**src/rtl/uart_pkg.sv**
```systemverilog
// Shared frame constants and responder state encoding for the UART register responder.
package uart_pkg;

   localparam logic [7:0] SOF_REQ    = 8'hA5;
   localparam logic [7:0] SOF_RSP    = 8'h5A;
   localparam logic [7:0] CMD_WR     = 8'h01;
   localparam logic [7:0] CMD_RD     = 8'h02;
   localparam logic [7:0] ST_OK      = 8'h00;
   localparam logic [7:0] ST_BADCHK  = 8'hE1;
   localparam logic [7:0] ST_BADCMD  = 8'hE2;
   localparam logic [7:0] ST_BADADDR = 8'hE3;

   typedef enum logic [1:0] {
      S_POP,
      S_CAP,
      S_EXEC,
      S_TX
   } rsp_state_e;

   function automatic logic [7:0] frame_chk(input logic [7:0] a, input logic [7:0] b,
                                            input logic [7:0] c);
      return a ^ b ^ c;
   endfunction

endpackage

```
**src/rtl/uart_reg_bank.sv**
```systemverilog
// Register bank: synchronous write port, combinational read mux, flat view of all registers.
module uart_reg_bank #(
   parameter int data_bits = 8,
   parameter int num_regs  = 16,
   parameter int addr_w    = 4
) (
   input  logic                          clk,
   input  logic                          reset,
   input  logic                          we_i,
   input  logic [addr_w-1:0]             waddr_i,
   input  logic [data_bits-1:0]          wdata_i,
   input  logic [addr_w-1:0]             raddr_i,
   output logic [data_bits-1:0]          rdata_o,
   output logic [num_regs*data_bits-1:0] regs_o
);

   logic [data_bits-1:0] regs_q [num_regs];

   always_ff @(posedge clk) begin
      if (reset) begin
         for (int i = 0; i < num_regs; i++) regs_q[i] <= '0;
      end else if (we_i) begin
         regs_q[waddr_i] <= wdata_i;
      end
   end

   assign rdata_o = regs_q[raddr_i];

   for (genvar gi = 0; gi < num_regs; gi++) begin : g_flat
      assign regs_o[gi*data_bits +: data_bits] = regs_q[gi];
   end

endmodule

```
**src/rtl/uart_reg_responder.sv**
```systemverilog
// Drains 5-byte request frames from the RX FIFO, executes register read/write,
// and pushes a 5-byte response frame into the TX FIFO.
module uart_reg_responder
   import uart_pkg::*;
#(
   parameter int data_bits      = 8,
   parameter int num_regs       = 16,
   parameter int timeout_cycles = 1000
) (
   input  logic                          clk,
   input  logic                          reset,
   input  logic                          rx_empty,
   input  logic [data_bits-1:0]          rx_data,
   output logic                          rx_rd_en,
   input  logic                          tx_full,
   output logic [data_bits-1:0]          tx_data,
   output logic                          tx_wr_en,
   output logic [num_regs*data_bits-1:0] reg_q,
   output logic [7:0]                    frame_err_cnt,
   output logic                          busy
);

   localparam int AW = (num_regs > 1) ? $clog2(num_regs) : 1;
   localparam int TW = $clog2(timeout_cycles + 1);

   rsp_state_e           state_q, state_d;
   logic [2:0]           byte_idx_q, byte_idx_d;
   logic [2:0]           k_q, k_d;
   logic [data_bits-1:0] cmd_q, cmd_d, addr_q, addr_d, data_q, data_d, chk_q, chk_d;
   logic [data_bits-1:0] status_q, status_d, rdata_q, rdata_d;
   logic [TW-1:0]        tmo_q, tmo_d;
   logic [7:0]           err_q, err_d;
   logic [data_bits-1:0] status_calc, bank_rdata, resp_byte;
   logic                 bank_we;

   uart_reg_bank #(
      .data_bits(data_bits),
      .num_regs (num_regs),
      .addr_w   (AW)
   ) u_bank (
      .clk    (clk),
      .reset  (reset),
      .we_i   (bank_we),
      .waddr_i(addr_q[AW-1:0]),
      .wdata_i(data_q),
      .raddr_i(addr_q[AW-1:0]),
      .rdata_o(bank_rdata),
      .regs_o (reg_q)
   );

   // Error priority: bad checksum, then bad command, then bad address.
   always_comb begin
      status_calc = ST_OK;
      if (chk_q != frame_chk(cmd_q, addr_q, data_q)) status_calc = ST_BADCHK;
      else if (cmd_q != CMD_WR && cmd_q != CMD_RD)   status_calc = ST_BADCMD;
      else if (32'(addr_q) >= 32'(num_regs))         status_calc = ST_BADADDR;
   end

   always_comb begin
      state_d    = state_q;
      byte_idx_d = byte_idx_q;
      k_d        = k_q;
      cmd_d      = cmd_q;
      addr_d     = addr_q;
      data_d     = data_q;
      chk_d      = chk_q;
      status_d   = status_q;
      rdata_d    = rdata_q;
      tmo_d      = tmo_q;
      err_d      = err_q;
      bank_we    = 1'b0;
      case (state_q)
         S_POP: begin
            if (!rx_empty) begin
               state_d = S_CAP;
            end else if (byte_idx_q != 3'd0) begin
               if (tmo_q == TW'(timeout_cycles - 1)) begin
                  byte_idx_d = 3'd0;
                  tmo_d      = '0;
                  err_d      = (err_q == 8'hFF) ? err_q : err_q + 8'd1;
               end else begin
                  tmo_d = tmo_q + 1'b1;
               end
            end
         end
         S_CAP: begin
            tmo_d   = '0;
            state_d = S_POP;
            case (byte_idx_q)
               3'd0:    if (rx_data == SOF_REQ) byte_idx_d = 3'd1;
               3'd1:    begin cmd_d  = rx_data; byte_idx_d = 3'd2; end
               3'd2:    begin addr_d = rx_data; byte_idx_d = 3'd3; end
               3'd3:    begin data_d = rx_data; byte_idx_d = 3'd4; end
               default: begin chk_d  = rx_data; state_d = S_EXEC; end
            endcase
         end
         S_EXEC: begin
            status_d = status_calc;
            rdata_d  = (status_calc == ST_OK && cmd_q == CMD_RD) ? bank_rdata : data_q;
            bank_we  = (status_calc == ST_OK && cmd_q == CMD_WR);
            if (status_calc == ST_BADCHK) err_d = (err_q == 8'hFF) ? err_q : err_q + 8'd1;
            k_d      = 3'd0;
            state_d  = S_TX;
         end
         default: begin
            if (!tx_full) begin
               if (k_q == 3'd4) begin
                  k_d        = 3'd0;
                  byte_idx_d = 3'd0;
                  state_d    = S_POP;
               end else begin
                  k_d = k_q + 3'd1;
               end
            end
         end
      endcase
   end

   always_comb begin
      case (k_q)
         3'd0:    resp_byte = SOF_RSP;
         3'd1:    resp_byte = status_q;
         3'd2:    resp_byte = addr_q;
         3'd3:    resp_byte = rdata_q;
         default: resp_byte = frame_chk(status_q, addr_q, rdata_q);
      endcase
   end

   always_ff @(posedge clk) begin
      if (reset) begin
         state_q    <= S_POP;
         byte_idx_q <= '0;
         k_q        <= '0;
         cmd_q      <= '0;
         addr_q     <= '0;
         data_q     <= '0;
         chk_q      <= '0;
         status_q   <= '0;
         rdata_q    <= '0;
         tmo_q      <= '0;
         err_q      <= '0;
      end else begin
         state_q    <= state_d;
         byte_idx_q <= byte_idx_d;
         k_q        <= k_d;
         cmd_q      <= cmd_d;
         addr_q     <= addr_d;
         data_q     <= data_d;
         chk_q      <= chk_d;
         status_q   <= status_d;
         rdata_q    <= rdata_d;
         tmo_q      <= tmo_d;
         err_q      <= err_d;
      end
   end

   // Strobes are gated by reset so every handshake output reads 0 while reset is held.
   assign rx_rd_en      = !reset && state_q == S_POP && !rx_empty;
   assign tx_wr_en      = !reset && state_q == S_TX && !tx_full;
   assign tx_data       = (!reset && state_q == S_TX) ? resp_byte : '0;
   assign busy          = !reset && !(state_q == S_POP && byte_idx_q == 3'd0);
   assign frame_err_cnt = err_q;

endmodule

```
**config.mk**
```make
export PLATFORM = sky130hd
export DESIGN_NAME = uart_reg_responder
export DESIGN_NICKNAME = d
export VERILOG_FILES = /design/src/rtl/uart_pkg.sv /design/src/rtl/uart_reg_bank.sv /design/src/rtl/uart_reg_responder.sv
export SDC_FILE = /design/constraint.sdc
export NUM_CORES = 1
export LEC_CHECK = 0
export ABC_AREA = 1
export ABC_CLOCK_PERIOD_IN_PS = 2750
export BUFFER_PORTS_ARGS = -buffer_cell sky130_fd_sc_hd__buf_4
export CAP_MARGIN = 30
export CORE_MARGIN = 2
export CORE_UTILIZATION = 57
export CTS_CLUSTER_SIZE = 10
export DETAILED_ROUTE_END_ITERATION = 7
export PLACE_DENSITY_LB_ADDON = 0.08
export SLEW_MARGIN = 20
export SYNTH_ARGS = -nofsm -noshare
export SYNTH_HDL_FRONTEND = slang
export SYNTH_SLANG_ARGS = --single-unit
```
**constraint.sdc**
```tcl
create_clock -name clk -period 2.75 [get_ports clk]
set_clock_uncertainty 0.15 [all_clocks]
set_input_delay 0.275 -clock clk [delete_from_list [all_inputs] [get_ports clk]]
set_output_delay 0.275 -clock clk [all_outputs]
set_load 0.1 [all_outputs]
```
# Yosys cells after proc, flatten, opt, wreduce, memory -nomap -nowiden
# Memory sizes are Yosys's and may differ from the RTL's. A register that Yosys moved wholly into a read port is not among the register bits.
# Cells that the tools add are included.
[word_totals]
elab_cells = 129
out_inout_bits = 147
mem_count = 1
ram_bits = 128
regBits = 74
[classes]
order_cmp = 1
addsub = 3
reduce_logical = 34
bitwise = 7
muxes = 43
n_eq_ne = 29
[memory_table]
columns = ["name", "depth", "width", "rd", "rd_clocked_by_memory_dff", "wr", "line", "source"]
rows = [
  ["u_bank.regs_q", 16, 8, 17, 1, 16, "uart_reg_bank.sv:17", "logic [data_bits-1:0] regs_q [num_regs];"],
]
[op_table]
columns = ["op", "n"]
rows = [
  ["8-bit 2-to-1 mux", 11],
  ["8-bit case mux with 4 select lines", 1],
  ["8-bit XOR", 4],
  ["10-bit 2-to-1 mux", 3],
  ["8-bit equality test, second input constant", 3],
  ["3-bit 2-to-1 mux", 8],
  ["10-bit case mux with 2 select lines", 1],
  ["8-bit case mux with 2 select lines", 1],
  ["3-bit by 2-bit equality test with 1-bit output, second input constant", 4],
  ["4-bit 2-to-1 mux", 3],
  ["3-bit case mux with 4 select lines", 1],
  ["10-bit by 1-bit adder with 10-bit output, second input constant", 1],
  ["10-bit equality test, second input constant", 1],
  ["2-bit != test, second input constant", 5],
  ["2-bit AND reduction", 5],
  ["1-bit logical AND", 9],
  ["3-bit case mux with 3 select lines", 1],
  ["8-bit by 1-bit adder with 8-bit output, second input constant", 1],
  ["8-bit by 1-bit equality test with 1-bit output, second input constant", 1],
  ["8-bit by 2-bit equality test with 1-bit output, second input constant", 1],
  ["8-bit by 5-bit greater-or-equal comparator with 1-bit output, second input constant", 1],
  ["8-bit logical NOT", 1],
  ["2-bit 2-to-1 mux", 4],
  ["8-bit by 1-bit != test with 1-bit output, second input constant", 1],
  ["other kinds (28)", 45],
]

# Longest topological paths before layout
[depth]
ltp_word = 12
mapped_depth = 15

# Cells and area by module
# From an unflattened synthesis, not the netlist that was laid out.
[hier_totals]
cells_unflattened = 1304
hier_area_um2 = 10253.6
[modules_own_cells]
columns = ["module", "cells_per_inst", "seq_area_each_um2", "instances", "area_each_um2"]
rows = [
  ["uart_reg_bank", 708, 3843.7, 1, 6246.0],
  ["uart_reg_responder", 596, 1381.3, 1, 4007.6],
]

# Worst setup path before layout
# Ideal clock, no wire load.
[synth_timing]
path_type = "register to output"
start = "register k_q[0]"
end = "output port tx_data[5]"
arrival_time_ps = 3803
setup_slack_ps = -1478
path_stages_with_launch = 8
cell_sequence = "dfxtp_1 ha_1 ha_1 clkbuf_1 nor4_1 clkbuf_1 nor3_1 a211oi_1"
[synth_via]
elab_chain_cells = 3
[synth_lines]
columns = ["item", "line", "source"]
rows = [
  ["start: declaration", "uart_reg_responder.sv:28", "logic [2:0] k_q, k_d;"],
  ["start signal: assignment", "uart_reg_responder.sv:145", "k_q <= k_d;"],
  ["3-bit by 2-bit equality test with 1-bit output, or another cell as far along", "uart_reg_responder.sv:120", "case (k_q)"],
  ["8-bit case mux with 4 select lines *", "uart_reg_responder.sv:120", ""],
  ["8-bit 2-to-1 mux *", "uart_reg_responder.sv:160", "assign tx_data = (!reset && state_q == S_TX) ? resp_byte : '0;"],
  ["end: declaration", "uart_reg_responder.sv:16", "output logic [data_bits-1:0] tx_data,"],
]
# Every way passes the cells marked *; elsewhere a longest branch is shown, timed or not.

# Worst setup path in the final report
[layout_timing]
start = "register k_q[0]"
end = "output port tx_data[3]"
# The elaborated chain is that of the path after synthesis.

==> results.cfg <==
[outcome]
status = finished, violations left
violations = negative setup slack

[clock_tree]
cts_made_buffers = 24
clk_pin_slew_ns = 0.05
h-tree-depth = 1
clock_sinks = 201
cts_tree = done
clk_path_buf_depth = 3
clk_latency_ns = 0.51
root_buffer = clkbuf_16

[routing]
wl_per_cell_um = 17.7
viasPerCell = 5.61
vias = 9438
drc = 0
drt-total-wl_um = 29800
detail_route.iter0.violations = 766
ant_nets = 0
dr.pass1.iters = 7

[timing]
finalSetupViolCount = 1
max_clock_freq_mhz = 360
finalHoldViolCount = 0
worst_pin_slew_ns = 0.712
rsz0062_at_grt = true
fin_ws_ns = -0.0274
timing.setup.tns_ns = -0.0274
slew_headroom = 0.525
finalCritPeriodShare = 1.01
whs_ns = 0.0973
maxSlewViolCount = 0
fin_crit_ns = 2.78

[critical_path]
crit_type = reg2out
r2r_slack_ns = 0.20
cp.arrival_ns = 2.35
crit_buf_inv = 4
cp_slowest_cell = dfxtp_4
cp_cell_sequence = inv_4 > ha_4 > nand2_4 > inv_4 > nor4_4 > inv_1 > nand2_2 > nor2_4 > a311oi_4 > buf_12
r2r_start = addr_q[2]
end_kind = primary output
crit_fanout = 4
endpoint = tx_data[3]
reg2regPathDepth = 11
crit_path_start = k_q[0]
crit_required_ns = 2.33
crit_path_frequent_cell = inv_4
crit_family = simple AND/OR/NAND/NOR gates
rr_endpoint = u_bank.regs_q[6][1]
max_stage_delay_ns = 0.37
crit_path_start_kind = register
cp.depth = 10

[pwr]
ir_drop_uv = 530
p_int_mw = 5.35
p_comb_frac = 0.148
pwr-share-seq = 0.451
p_sw_mw = 2.09
p_clk_frac = 0.401
p_leak_nw = 5.44
swShare = 0.281
power_density_nw_per_um2 = 561

[synthesis]
netlist_area_sq_um = 10400
synth_edf_count = 128
yosys_warnings = 0
yosys.cell_types.count = 40
synth-seq-cells = 201
synth_xor_area_frac = 0.0160
synth-async-reset-ratio = 0
synth_nets = 1259
seq_area_frac_synth = 0.511
synthSimpleGateAreaFrac = 0.330
syn_area_per_cell_sq_um = 8.40
synthCells = 1236
synth_compound_area_frac = 0.0692
synth_mux_area_frac = 0
synth_top_family_by_area = simple AND/OR/NAND/NOR gates
synth-adder-area-share = 0.0133
synth_flop_cell = edfxtp_1

[floorplan]
die_w_um = 139
die_h_um = 139
die_area_sq_um = 19300
row_count = 49
ios = 159
start_util = 0.580
fp.coreArea_sq_um = 17900

[place]
post-place-cells = 1620
gp_congestion = 0.894
detailedPlacementHpwl_um = 20300
port_buffers = 158
placed_cell_area_sq_um = 12100

[global_route]
antenna_found_initial = 0
grt_pass1_vias = 8863
grt_util_all_layers = 0.299
grt_max_degree = 65
grt_pass1_wl_um = 45900
gr-total-overflow = 0

[cells_and_area]
area_growth_pct = 27.6
layout_common_cells = nand2_1, buf_4, nand3_1, edfxtp_1, nor2_1
fin_nets = 1459
n_antenna_cell = 0
finalNonFillerCells = 1682
stdcell_area_sq_um = 13200
drive_above_1_share = 0.286
layout.cells.most_common = nand2_1
utilization = 0.740

[run]
drv_cap = 0

[hold_path]
hold_class = in2reg
[metal layers]
layer	part of all wire	vias up	routed length, um	GRT usage
met2	0.48	477	14400	0.499
met1	0.39	4377	11600	0.387
met3	0.088	97	2620	0.0425
li1	-	4487	-	-
met4	0.039	0	1170	0.141
met5	0	-	0	0
[area by class of cell]
type	instances	area (sq um)
multi-input cells	879	4670
repair buffers	231	1850
fillers	1353	4660
clock buffers	42	709
flip-flops and latches	201	5320
inverters	99	379
well taps	229	287
clock inverters	1	30.0
[stage by stage]
| step | setup WS, ns | power [mW] |
|---|---|---|
| finish | -0.0274 | 7.43 |
| global route | -0.112 | 7.63 |
| CTS | -0.00172 | 7.40 |
| detailed placement | 0.219 | 4.44 |
| global placement | 0.308 | 4.43 |
| floorplan | -0.255 | 4.20 |
[worst min path at each step]
stage	startpoint	end	slack, ns	cells after the start
global placement	tmo_q[2]	tmo_q[2]	0.31	2
CTS	reset	tmo_q[1]	0.08	3
finish	reset	tmo_q[1]	0.1	3
detailed placement	chk_q[1]	chk_q[1]	0.32	2
floorplan	rx_data[3]	cmd_q[3]	0.26	2
global route	reset	byte_idx_q[1]	0.11	3
[registers in the layout, summed over array words and instances, names as in the netlist, named ones only]
signal,count
rdata_q,8
state_q,2
status_q,3
tmo_q,10
k_q,3
chk_q,8
frame_err_cnt,8
addr_q,8
byte_idx_q,3
data_q,8
u_bank.regs_q,128
cmd_q,8
[power groups by stage]
stage,Combinational [mW],Sequential (mW),Clock [mW]
2_1_floorplan,0.248,3.95,0
3_3_place_gp,1.01,3.41,0
3_5_place_dp,1.02,3.41,0
4_1_cts,1.05,3.35,3.00
5_1_grt,1.14,3.36,3.13
6_report,1.10,3.35,2.98
[repair_timing]
item / in CTS / in global routing
endpoints found under the hold margin: 27 / 0
pin swaps: 2 / 7
setup buffers: 5 / 6
setup endpoints to repair: 8 / 8
gates cloned: 0 / 0
hold buffers: 8 / 0
gates resized for setup: 26 / 33
[synthesized netlist by cell type (all sizes together) (2+ instances only)]
master | number | area share
a21oi | 66 | 0.032
dfxtp | 73 | 0.14
nor3 | 18 | 0.0087
o211ai | 2 | 0.0014
xor2 | 11 | 0.0093
ha | 11 | 0.013
nor2 | 189 | 0.092
o21ai | 49 | 0.024
a211oi | 9 | 0.0065
a311oi | 2 | 0.0017
buf | 11 | 0.0076
nor4 | 5 | 0.0030
or2 | 3 | 0.0018
inv | 98 | 0.036
xnor2 | 8 | 0.0068
clkbuf | 46 | 0.017
edfxtp | 128 | 0.37
nand3 | 129 | 0.062
nand4 | 23 | 0.033
nand2 | 348 | 0.13
[kinds of logic after synthesis]
| group | after synthesis |
|---|---|
| flops | 201 |
| buf+inv | 156 |
| simple gates | 716 |
| fa+ha+maj | 11 |
| xor+xnor | 19 |
| compound gates | 133 |
[tightest hold or removal path: stages]
cell	delay (ns)
buf_4	0.08
buf_4	0.28
a21oi_1	0.06
No activity file was read; power rests on OpenSTA's default activity.
